`src/rtl/color_pkg.sv`:
```
// Shared palette constants and FSM state encodings for the digit colour encoder.
package color_pkg;

  localparam logic [11:0] COL_BLACK  = 12'h000;
  localparam logic [11:0] COL_BROWN  = 12'hF00;
  localparam logic [11:0] COL_RED    = 12'hF80;
  localparam logic [11:0] COL_ORANGE = 12'hFF0;
  localparam logic [11:0] COL_YELLOW = 12'h0F0;
  localparam logic [11:0] COL_GREEN  = 12'h0FF;
  localparam logic [11:0] COL_BLUE   = 12'h08F;
  localparam logic [11:0] COL_VIOLET = 12'h00F;
  localparam logic [11:0] COL_GREY   = 12'hF0F;
  localparam logic [11:0] COL_WHITE  = 12'hFFF;

  typedef enum logic [1:0] {
    IDLE = 2'd0,
    CONV = 2'd1,
    DONE = 2'd2
  } state_t;

  function automatic logic [11:0] default_color(input logic [3:0] d);
    case (d)
      4'd0:    return COL_BLACK;
      4'd1:    return COL_BROWN;
      4'd2:    return COL_RED;
      4'd3:    return COL_ORANGE;
      4'd4:    return COL_YELLOW;
      4'd5:    return COL_GREEN;
      4'd6:    return COL_BLUE;
      4'd7:    return COL_VIOLET;
      4'd8:    return COL_GREY;
      4'd9:    return COL_WHITE;
      default: return COL_BLACK;
    endcase
  endfunction

endpackage

```
`src/rtl/digit_palette.sv`:
```
// One BCD digit to one COLOR_W colour. With DIGIT_COLOR_PALETTE_WR_EN defined the
// palette is a writable 10-entry register file reset to the default table.
module digit_palette
  import color_pkg::*;
#(
  parameter int COLOR_W = 12
) (
`ifdef DIGIT_COLOR_PALETTE_WR_EN
  input  logic               clk,
  input  logic               rst,
  input  logic               pal_we,
  input  logic [3:0]         pal_addr,
  input  logic [COLOR_W-1:0] pal_data,
`endif
  input  logic [3:0]         digit,
  output logic [COLOR_W-1:0] color
);

  // 12-bit entries are left-aligned into COLOR_W: truncate low bits or pad with zeros.
  function automatic logic [COLOR_W-1:0] scale(input logic [11:0] c);
    logic [COLOR_W+11:0] t;
    t = {c, {COLOR_W{1'b0}}};
    return t[COLOR_W+11 -: COLOR_W];
  endfunction

`ifdef DIGIT_COLOR_PALETTE_WR_EN
  logic [COLOR_W-1:0] pal_rf [10];

  always_ff @(posedge clk or posedge rst) begin
    if (rst) begin
      for (int i = 0; i < 10; i++) pal_rf[i] <= scale(default_color(4'(i)));
    end else if (pal_we) begin
      for (int i = 0; i < 10; i++)
        if (pal_addr == 4'(i)) pal_rf[i] <= pal_data;
    end
  end

  always_comb begin
    color = '0;
    for (int i = 0; i < 10; i++)
      if (digit == 4'(i)) color = pal_rf[i];
  end
`else
  assign color = scale(default_color(digit));
`endif

endmodule

```
`src/rtl/digit_color_seq.sv`:
```
// Sequential binary-to-BCD (double-dabble) encoder with per-digit palette colours.
// Optional writable palette via DIGIT_COLOR_PALETTE_WR_EN.
module digit_color_seq
  import color_pkg::*;
#(
  parameter int IN_W    = 8,
  parameter int DIGITS  = 3,
  parameter int COLOR_W = 12
) (
  input  logic                        clk,
  input  logic                        rst,
  input  logic                        in_valid,
  output logic                        in_ready,
  input  logic [IN_W-1:0]             in_data,
  output logic                        out_valid,
  input  logic                        out_ready,
  output logic [DIGITS*COLOR_W-1:0]   code,
  output logic [DIGITS*4-1:0]         digits,
  output logic                        ovf
`ifdef DIGIT_COLOR_PALETTE_WR_EN
  ,
  input  logic                        pal_we,
  input  logic [3:0]                  pal_addr,
  input  logic [COLOR_W-1:0]          pal_data
`endif
);

  localparam int BCD_W = DIGITS * 4;
  localparam int SR_W  = BCD_W + IN_W;
  localparam int CNT_W = $clog2(IN_W + 1);
  localparam logic [63:0] MAX_VAL = 64'(10 ** DIGITS) - 64'd1;

  state_t                     state, state_nxt;
  logic [SR_W-1:0]            sr;
  logic [CNT_W-1:0]           iter;
  logic                       ovf_pend;
  logic [BCD_W-1:0]           bcd_adj;
  logic [SR_W-1:0]            sr_shift;
  logic [DIGITS*COLOR_W-1:0]  colors;
  logic                       iter_done;

  assign iter_done = (iter == CNT_W'(IN_W));

  always_comb begin
    bcd_adj = sr[SR_W-1 -: BCD_W];
    for (int d = 0; d < DIGITS; d++)
      if (bcd_adj[d*4 +: 4] >= 4'd5) bcd_adj[d*4 +: 4] = bcd_adj[d*4 +: 4] + 4'd3;
  end

  // The top BCD bit falls off here, which makes the result value mod 10^DIGITS.
  assign sr_shift = {bcd_adj[BCD_W-2:0], sr[IN_W-1:0], 1'b0};

  for (genvar g = 0; g < DIGITS; g++) begin : g_pal
    digit_palette #(.COLOR_W(COLOR_W)) u_pal (
`ifdef DIGIT_COLOR_PALETTE_WR_EN
      .clk      (clk),
      .rst      (rst),
      .pal_we   (pal_we),
      .pal_addr (pal_addr),
      .pal_data (pal_data),
`endif
      .digit    (sr[IN_W + g*4 +: 4]),
      .color    (colors[g*COLOR_W +: COLOR_W])
    );
  end

  always_ff @(posedge clk or posedge rst) begin
    if (rst) state <= IDLE;
    else     state <= state_nxt;
  end

  always_comb begin
    state_nxt = state;
    in_ready  = 1'b0;
    out_valid = 1'b0;
    case (state)
      IDLE: begin
        in_ready = 1'b1;
        if (in_valid) state_nxt = CONV;
      end
      CONV: if (iter_done) state_nxt = DONE;
      DONE: begin
        out_valid = 1'b1;
        if (out_ready) state_nxt = IDLE;
      end
      default: state_nxt = IDLE;
    endcase
  end

  // Results are published only on DONE entry; ovf is staged until then.
  always_ff @(posedge clk or posedge rst) begin
    if (rst) begin
      sr       <= '0;
      iter     <= '0;
      ovf_pend <= 1'b0;
      digits   <= '0;
      code     <= '0;
      ovf      <= 1'b0;
    end else begin
      case (state)
        IDLE: if (in_valid) begin
          sr       <= {{BCD_W{1'b0}}, in_data};
          iter     <= '0;
          ovf_pend <= 64'(in_data) > MAX_VAL;
        end
        CONV: if (iter_done) begin
          digits <= sr[SR_W-1 -: BCD_W];
          code   <= colors;
          ovf    <= ovf_pend;
        end else begin
          sr   <= sr_shift;
          iter <= iter + 1'b1;
        end
        default: ;
      endcase
    end
  end

endmodule

```
`config.mk`:
```
export PLATFORM = sky130hd
export DESIGN_NAME = digit_color_seq
export DESIGN_NICKNAME = d
export VERILOG_FILES = /design/src/rtl/color_pkg.sv /design/src/rtl/digit_palette.sv /design/src/rtl/digit_color_seq.sv
export SDC_FILE = /design/constraint.sdc
export NUM_CORES = 1
export LEC_CHECK = 0
export CAP_MARGIN = 20
export CORE_MARGIN = 2
export CORE_UTILIZATION = 30
export DETAILED_ROUTE_END_ITERATION = 7
export DONT_BUFFER_PORTS = 1
export PLACE_DENSITY = 0.46
export REMOVE_ABC_BUFFERS = 1
export SETUP_SLACK_MARGIN = 0.15
export SLEW_MARGIN = 20
export SYNTH_ARGS = -nofsm -noshare
export SYNTH_HDL_FRONTEND = slang
export SYNTH_SLANG_ARGS = --single-unit
```
`constraint.sdc`:
```
create_clock -name clk -period 2.5 [get_ports clk]
set_clock_uncertainty 0.1 [all_clocks]
set_input_delay 0.375 -clock clk [delete_from_list [all_inputs] [get_ports clk]]
set_output_delay 0.375 -clock clk [all_outputs]
set_load 0.02 [all_outputs]
```
=== After elaboration in Yosys (flattened, before gate mapping) ===
Memories as Yosys holds them, arrays and structs flattened. A register that Yosys moved wholly into a read port is not among the register bits.
Index checks and enable logic that the tools add are counted.

* Flip-flop bits (word level): 38
* Bits in latches: 0
* Bits in writable memories: 0
* Memory bits (read-only): 576
* Bits of input ports: 12
* Logic and storage cells: 41
* Memories: 3

{| class="wikitable"
|+ Memories
! memory !! words !! width !! rd ports !! clocked after memory_dff !! write ports !! line !! text
|-
| (no name shown) || 16 || 12 || 1 || 1 || 0 || color_pkg.sv:22 || <nowiki>case (d)</nowiki>
|-
| (no name shown) || 16 || 12 || 1 || 1 || 0 || color_pkg.sv:22 ||
|-
| (no name shown) || 16 || 12 || 1 || 1 || 0 || color_pkg.sv:22 ||
|}

* Add/subtract/negate cells: 4
* Multipliers: 0
* Divide/modulo/power cells: 0
* Magnitude comparators: 3
* Equality and inequality tests: 7
* Shifts and indexed selects: 0
* Multiplexer cells: 15
* Bitwise gates (word level): 0
* Reductions and logical operators: 5

{| class="wikitable"
|+ Operators by type and width
! cell !! count
|-
| $mux 20 || 2
|-
| $pmux 20 s2 || 1
|-
| $mux 4 || 4
|-
| $ge 4x3->1 const B || 3
|-
| $add 4x2->4 const B || 2
|-
| $ne 2x2->1 const B || 4
|-
| $pmux 4 s2 || 1
|-
| $mux 2 || 3
|-
| $pmux 2 s3 || 1
|-
| $reduce_and 3->1 || 2
|-
| $add 4x1->4 const B || 1
|-
| $eq 4x4->1 const B || 1
|-
| $add 3x2->3 const B || 1
|-
| $mux 3 || 1
|-
| $eq 2x1->1 const B || 1
|-
| $eq 2x2->1 const B || 1
|-
| $logic_not 2->1 || 1
|-
| $mux 1 || 2
|-
| $reduce_and 2->1 || 1
|-
| $reduce_bool 2->1 || 1
|}

=== Logic depth before layout (Yosys ltp) ===
* Depth in word-level cells: 4
* Depth in mapped cells: 8
* Mapped depth without buffers: 7

=== Cells and area by module ===
A second synthesis with hierarchy kept.

* Cells, all modules: 292
* Area total of the unflattened synthesis: 3574.7 µm²

{| class="wikitable"
|+ By module, submodules not included
! module !! times used !! cells an instance !! area an instance (µm²)
|-
| digit_color_seq || 1 || 235 || 3169.3
|-
| digit_palette || 3 || 19 || 135.1
|}

=== Worst setup path before layout ===
OpenSTA, ideal clock, no wires.

* Kind: register to register
* From: reg iter[0]
* To: reg sr[15]
* Data arrival time: 1.546 ns
* Data required time: 2.278 ns
* Path slack: 0.733 ns
* Stages on the path, launching flop included: 9
* Clock period less this slack: 1.767 ns
* Path through: dfrtp_1 -> inv_1 -> ha_1 -> and3b_2 -> a211o_1 -> buf_6 -> clkinv_4 -> o21ai_2 -> a32o_1

* Cells in the longest elaborated chain, start to end: 3

{| class="wikitable"
|+ Ends and longest elaborated chain
! element !! line !! text
|-
| start: declaration || digit_color_seq.sv:35 || <nowiki>logic [CNT_W-1:0] iter;</nowiki>
|-
| start signal: assignment || digit_color_seq.sv:112 || <nowiki>iter <= iter + 1'b1;</nowiki>
|-
| $eq 4x4->1 || digit_color_seq.sv:42 || <nowiki>assign iter_done = (iter == CNT_W'(IN_W));</nowiki>
|-
| $ne 2x2->1 (no source line) || n/a ||
|-
| $reduce_and 3->1 (no source line) || n/a ||
|-
| end signal: assignment || digit_color_seq.sv:102 || <nowiki>sr <= {{BCD_W{1'b0}}, in_data};</nowiki>
|-
| end signal: assignment || digit_color_seq.sv:111 || <nowiki>sr <= sr_shift;</nowiki>
|-
| end: declaration || digit_color_seq.sv:34 || <nowiki>logic [SR_W-1:0] sr;</nowiki>
|}

No other way between the ends.
A chain may end at the register's enable or synchronous reset.

=== Final worst setup path ===
* From: reg iter[0]
* To: reg sr[0]

Same word-level chain as after synthesis.

==> impl_metrics.tcl <==
set metrics [dict create \
    relSlewSlack 0.506 \
    grt_max_degree 50 \
    finalSetupTns_ns 0 \
    ys_seq_area_frac 0.443 \
    power.density_nw_per_um2 1470 \
    antenna_found_initial 0 \
    r2r_end "sr[0]" \
    wl_um 5090 \
    cts_buffers 5 \
    reg2reg_slack_ns 0.53 \
    final-setup-viol-count 0 \
    via_per_inst 4.62 \
    grt_pass1_vias 1742 \
    grt_pass1_wl_um 8540 \
    yosysWarnings 0 \
    hpwl_um 3560 \
    drt_pass1_iterations 6 \
    grt_usage 0.105 \
    area_delta_synth_final_pct -0.709 \
    rows 35 \
    die_area_um2 10200 \
    wl_per_cell_um 13.5 \
    timing_hold_violations_final 0 \
    vias 1740 \
    rsz0062_at_grt "no" \
    critical_path.endpoint "sr[0]" \
    crit_required_ns 2.59 \
    io_buffers 0 \
    clkSinkCount 50 \
    critPathArrivalTime_ns 2.06 \
    diodes 0 \
    cts_max_level 2 \
    cts_tree "done" \
    ctsLongestPathBuffers 2 \
    hp-class "in2reg" \
    clk_pin_slew_ns 0.09 \
    synth_area_per_cell_um2 9.58 \
    tightest_slew_ns 0.740 \
    synth_flop_cell "dfrtp_1" \
    synth-seq-cells 50 \
    netlist_area_um2 2830 \
    period_needed_ns 1.97 \
    outcome "complete, no violations" \
    layout-drive-gt1-share 0.0865 \
    hold_buffers 1 \
    core_um2 9200 \
    place.gp.congestion 0.780 \
    end_kind "register" \
    grt_overflow 0 \
    layout.nets 297 \
    die_height_um 101 \
    synth.top_cells.by_area "dfrtp_1 44%, ha_1 8.9%, buf_4 7.2%" \
    cts_setup_buffers 0 \
    critical_path_class "reg2reg" \
    route.detailed.drc 0 \
    die_width_um 101 \
    ant_nets 0 \
    cts_resized 0 \
    crit_path_start "iter[0]" \
    yosys.area.top_type "dfrtp_1" \
    cp-start-kind "register" \
    power.leakage_nw 1.28 \
    synthesis.instances 295 \
    synth_cell_types 35 \
    r2r_start "iter[0]" \
    clk_latency_ns 0.30 \
    path_max_fanout 16 \
    fmax_ghz 0.508 \
    io_pins 63 \
    start_util 0.307 \
    clockRootBuffer "clkbuf_8" \
    period_share 0.787 \
    fillers 976 \
    synth_top_area_share 0.443 \
    max-cap-violations 0 \
    peakVddDrop_v 0.000453 \
    r2r_cells 6 \
    maxSlewViolCount 0 \
    synth-edff-count 0 \
    dr.first_iter.drc_count 26 \
    hold_ws_ns 0.0781 \
    async_reset_ff_frac 1.00 \
]
sequential cells by signal (all words and copies together) (netlist names):
register  count
digits       12
code         12
iter          4
sr           20
state         2
how the worst min path moves through the flow:
| stage | from | to | cells after the start |
|---|---|---|---|
| after floorplan | sr[3] | sr[3] | 2 |
| after global placement | rst | state[1] | 1 |
| after detailed placement | rst | state[1] | 1 |
| after CTS | out_ready | state[1] | 1 |
| after global routing | out_ready | state[1] | 1 |
| final | out_ready | state[1] | 1 |
cell usage after synthesis, types with 3 or more instances:
cell type and n:
dfrtp_1 50, nand2_1 38, o21ai_0 38, buf_4 27, ha_1 20, inv_1 20, a21oi_1 14, mux2i_1 11
nor2_1 10, nand2b_1 9, clkbuf_1 6, a31oi_1 5, o22ai_1 5, buf_2 4, o21ai_2 4, xnor2_1 4
a211oi_1 3, a22o_2 3, nor3_1 3, nor3b_1 3
stage by stage:
stage	std cells	power [mW]	instance area [µm²]	setup slack (ns)	utilization
after detailed placement	368	3.69	2700	0.540	0.294
after global routing	377	4.54	2810	0.436	0.305
final	377	4.12	2810	0.531	0.305
after global placement	368	3.66	2700	0.581	0.294
after floorplan	254	3.26	2530	0.505	-
after CTS	377	4.21	2810	0.521	0.305
power by group:
group	internal [mW]	switching, mW	total (mW)
sequential	1.17	0.852	2.02
combinational	0.719	0.893	1.61
clock	0.224	0.264	0.488
total	2.11	2.01	4.12
per-layer routing:
layer | track usage | wire [µm] | vias to the layer above
met1 | 0.139 | 2420 | 796
met4 | 0.0249 | 46 | 0
met5 | 0 | 0 | -
met3 | 0.0354 | 289 | 5
li1 | - | - | 906
met2 | 0.166 | 2330 | 33
cell type report:
| class | instances | area, µm² | area share |
|---|---|---|---|
| timing repair buffer | 4 | 45.0 | 0.0161 |
| inverter | 21 | 83.8 | 0.0299 |
| clock buffer | 7 | 86.3 | 0.0308 |
| clock inverter | 1 | 5.00 | 0.00178 |
| tap | 111 | 139 | 0.0495 |
| sequential | 50 | 1250 | 0.446 |
| multi-input combinational | 183 | 1190 | 0.426 |
cell usage in the layout, fill, tap and decap left out, types with 3 or more instances in the layout:
cell and count:
dfrtp_1 50, nand2_1 38, o21ai_0 38, ha_1 20, inv_1 19, a21oi_1 14, mux2i_1 11, nor2_1 10
nand2b_1 9, clkbuf_8 6, a31oi_1 5, o22ai_1 5, xnor2_1 4, o21ai_2 4, nor3_1 3, nor3b_1 3
a211oi_1 3, a22o_2 3
critical path: stages, from the launching register on:
cell and delay, ns:
dfrtp_1 0.41, inv_1 0.06, ha_1 0.19, and3b_2 0.24, a211o_1 0.38, buf_4 0.22, a22o_2 0.27
cell families (layout without fill, tap and decap cells):
| family | count (synthesis) | in the layout | share of synthesized area |
|---|---|---|---|
| AOI/OAI and AO/OA | 78 | 78 | 0.168 |
| DFF | 50 | 50 | 0.443 |
| and+or+nand+nor | 69 | 69 | 0.114 |
| muxes | 11 | 11 | 0.0390 |
| other | 1 | 1 | 0.00133 |
| xor gates and xnor gates | 4 | 4 | 0.0124 |
| adders and majority gates | 20 | 20 | 0.0886 |
| buffers and inverters | 62 | 33 | 0.134 |
Note: power is estimated with default switching activity, not from simulation.
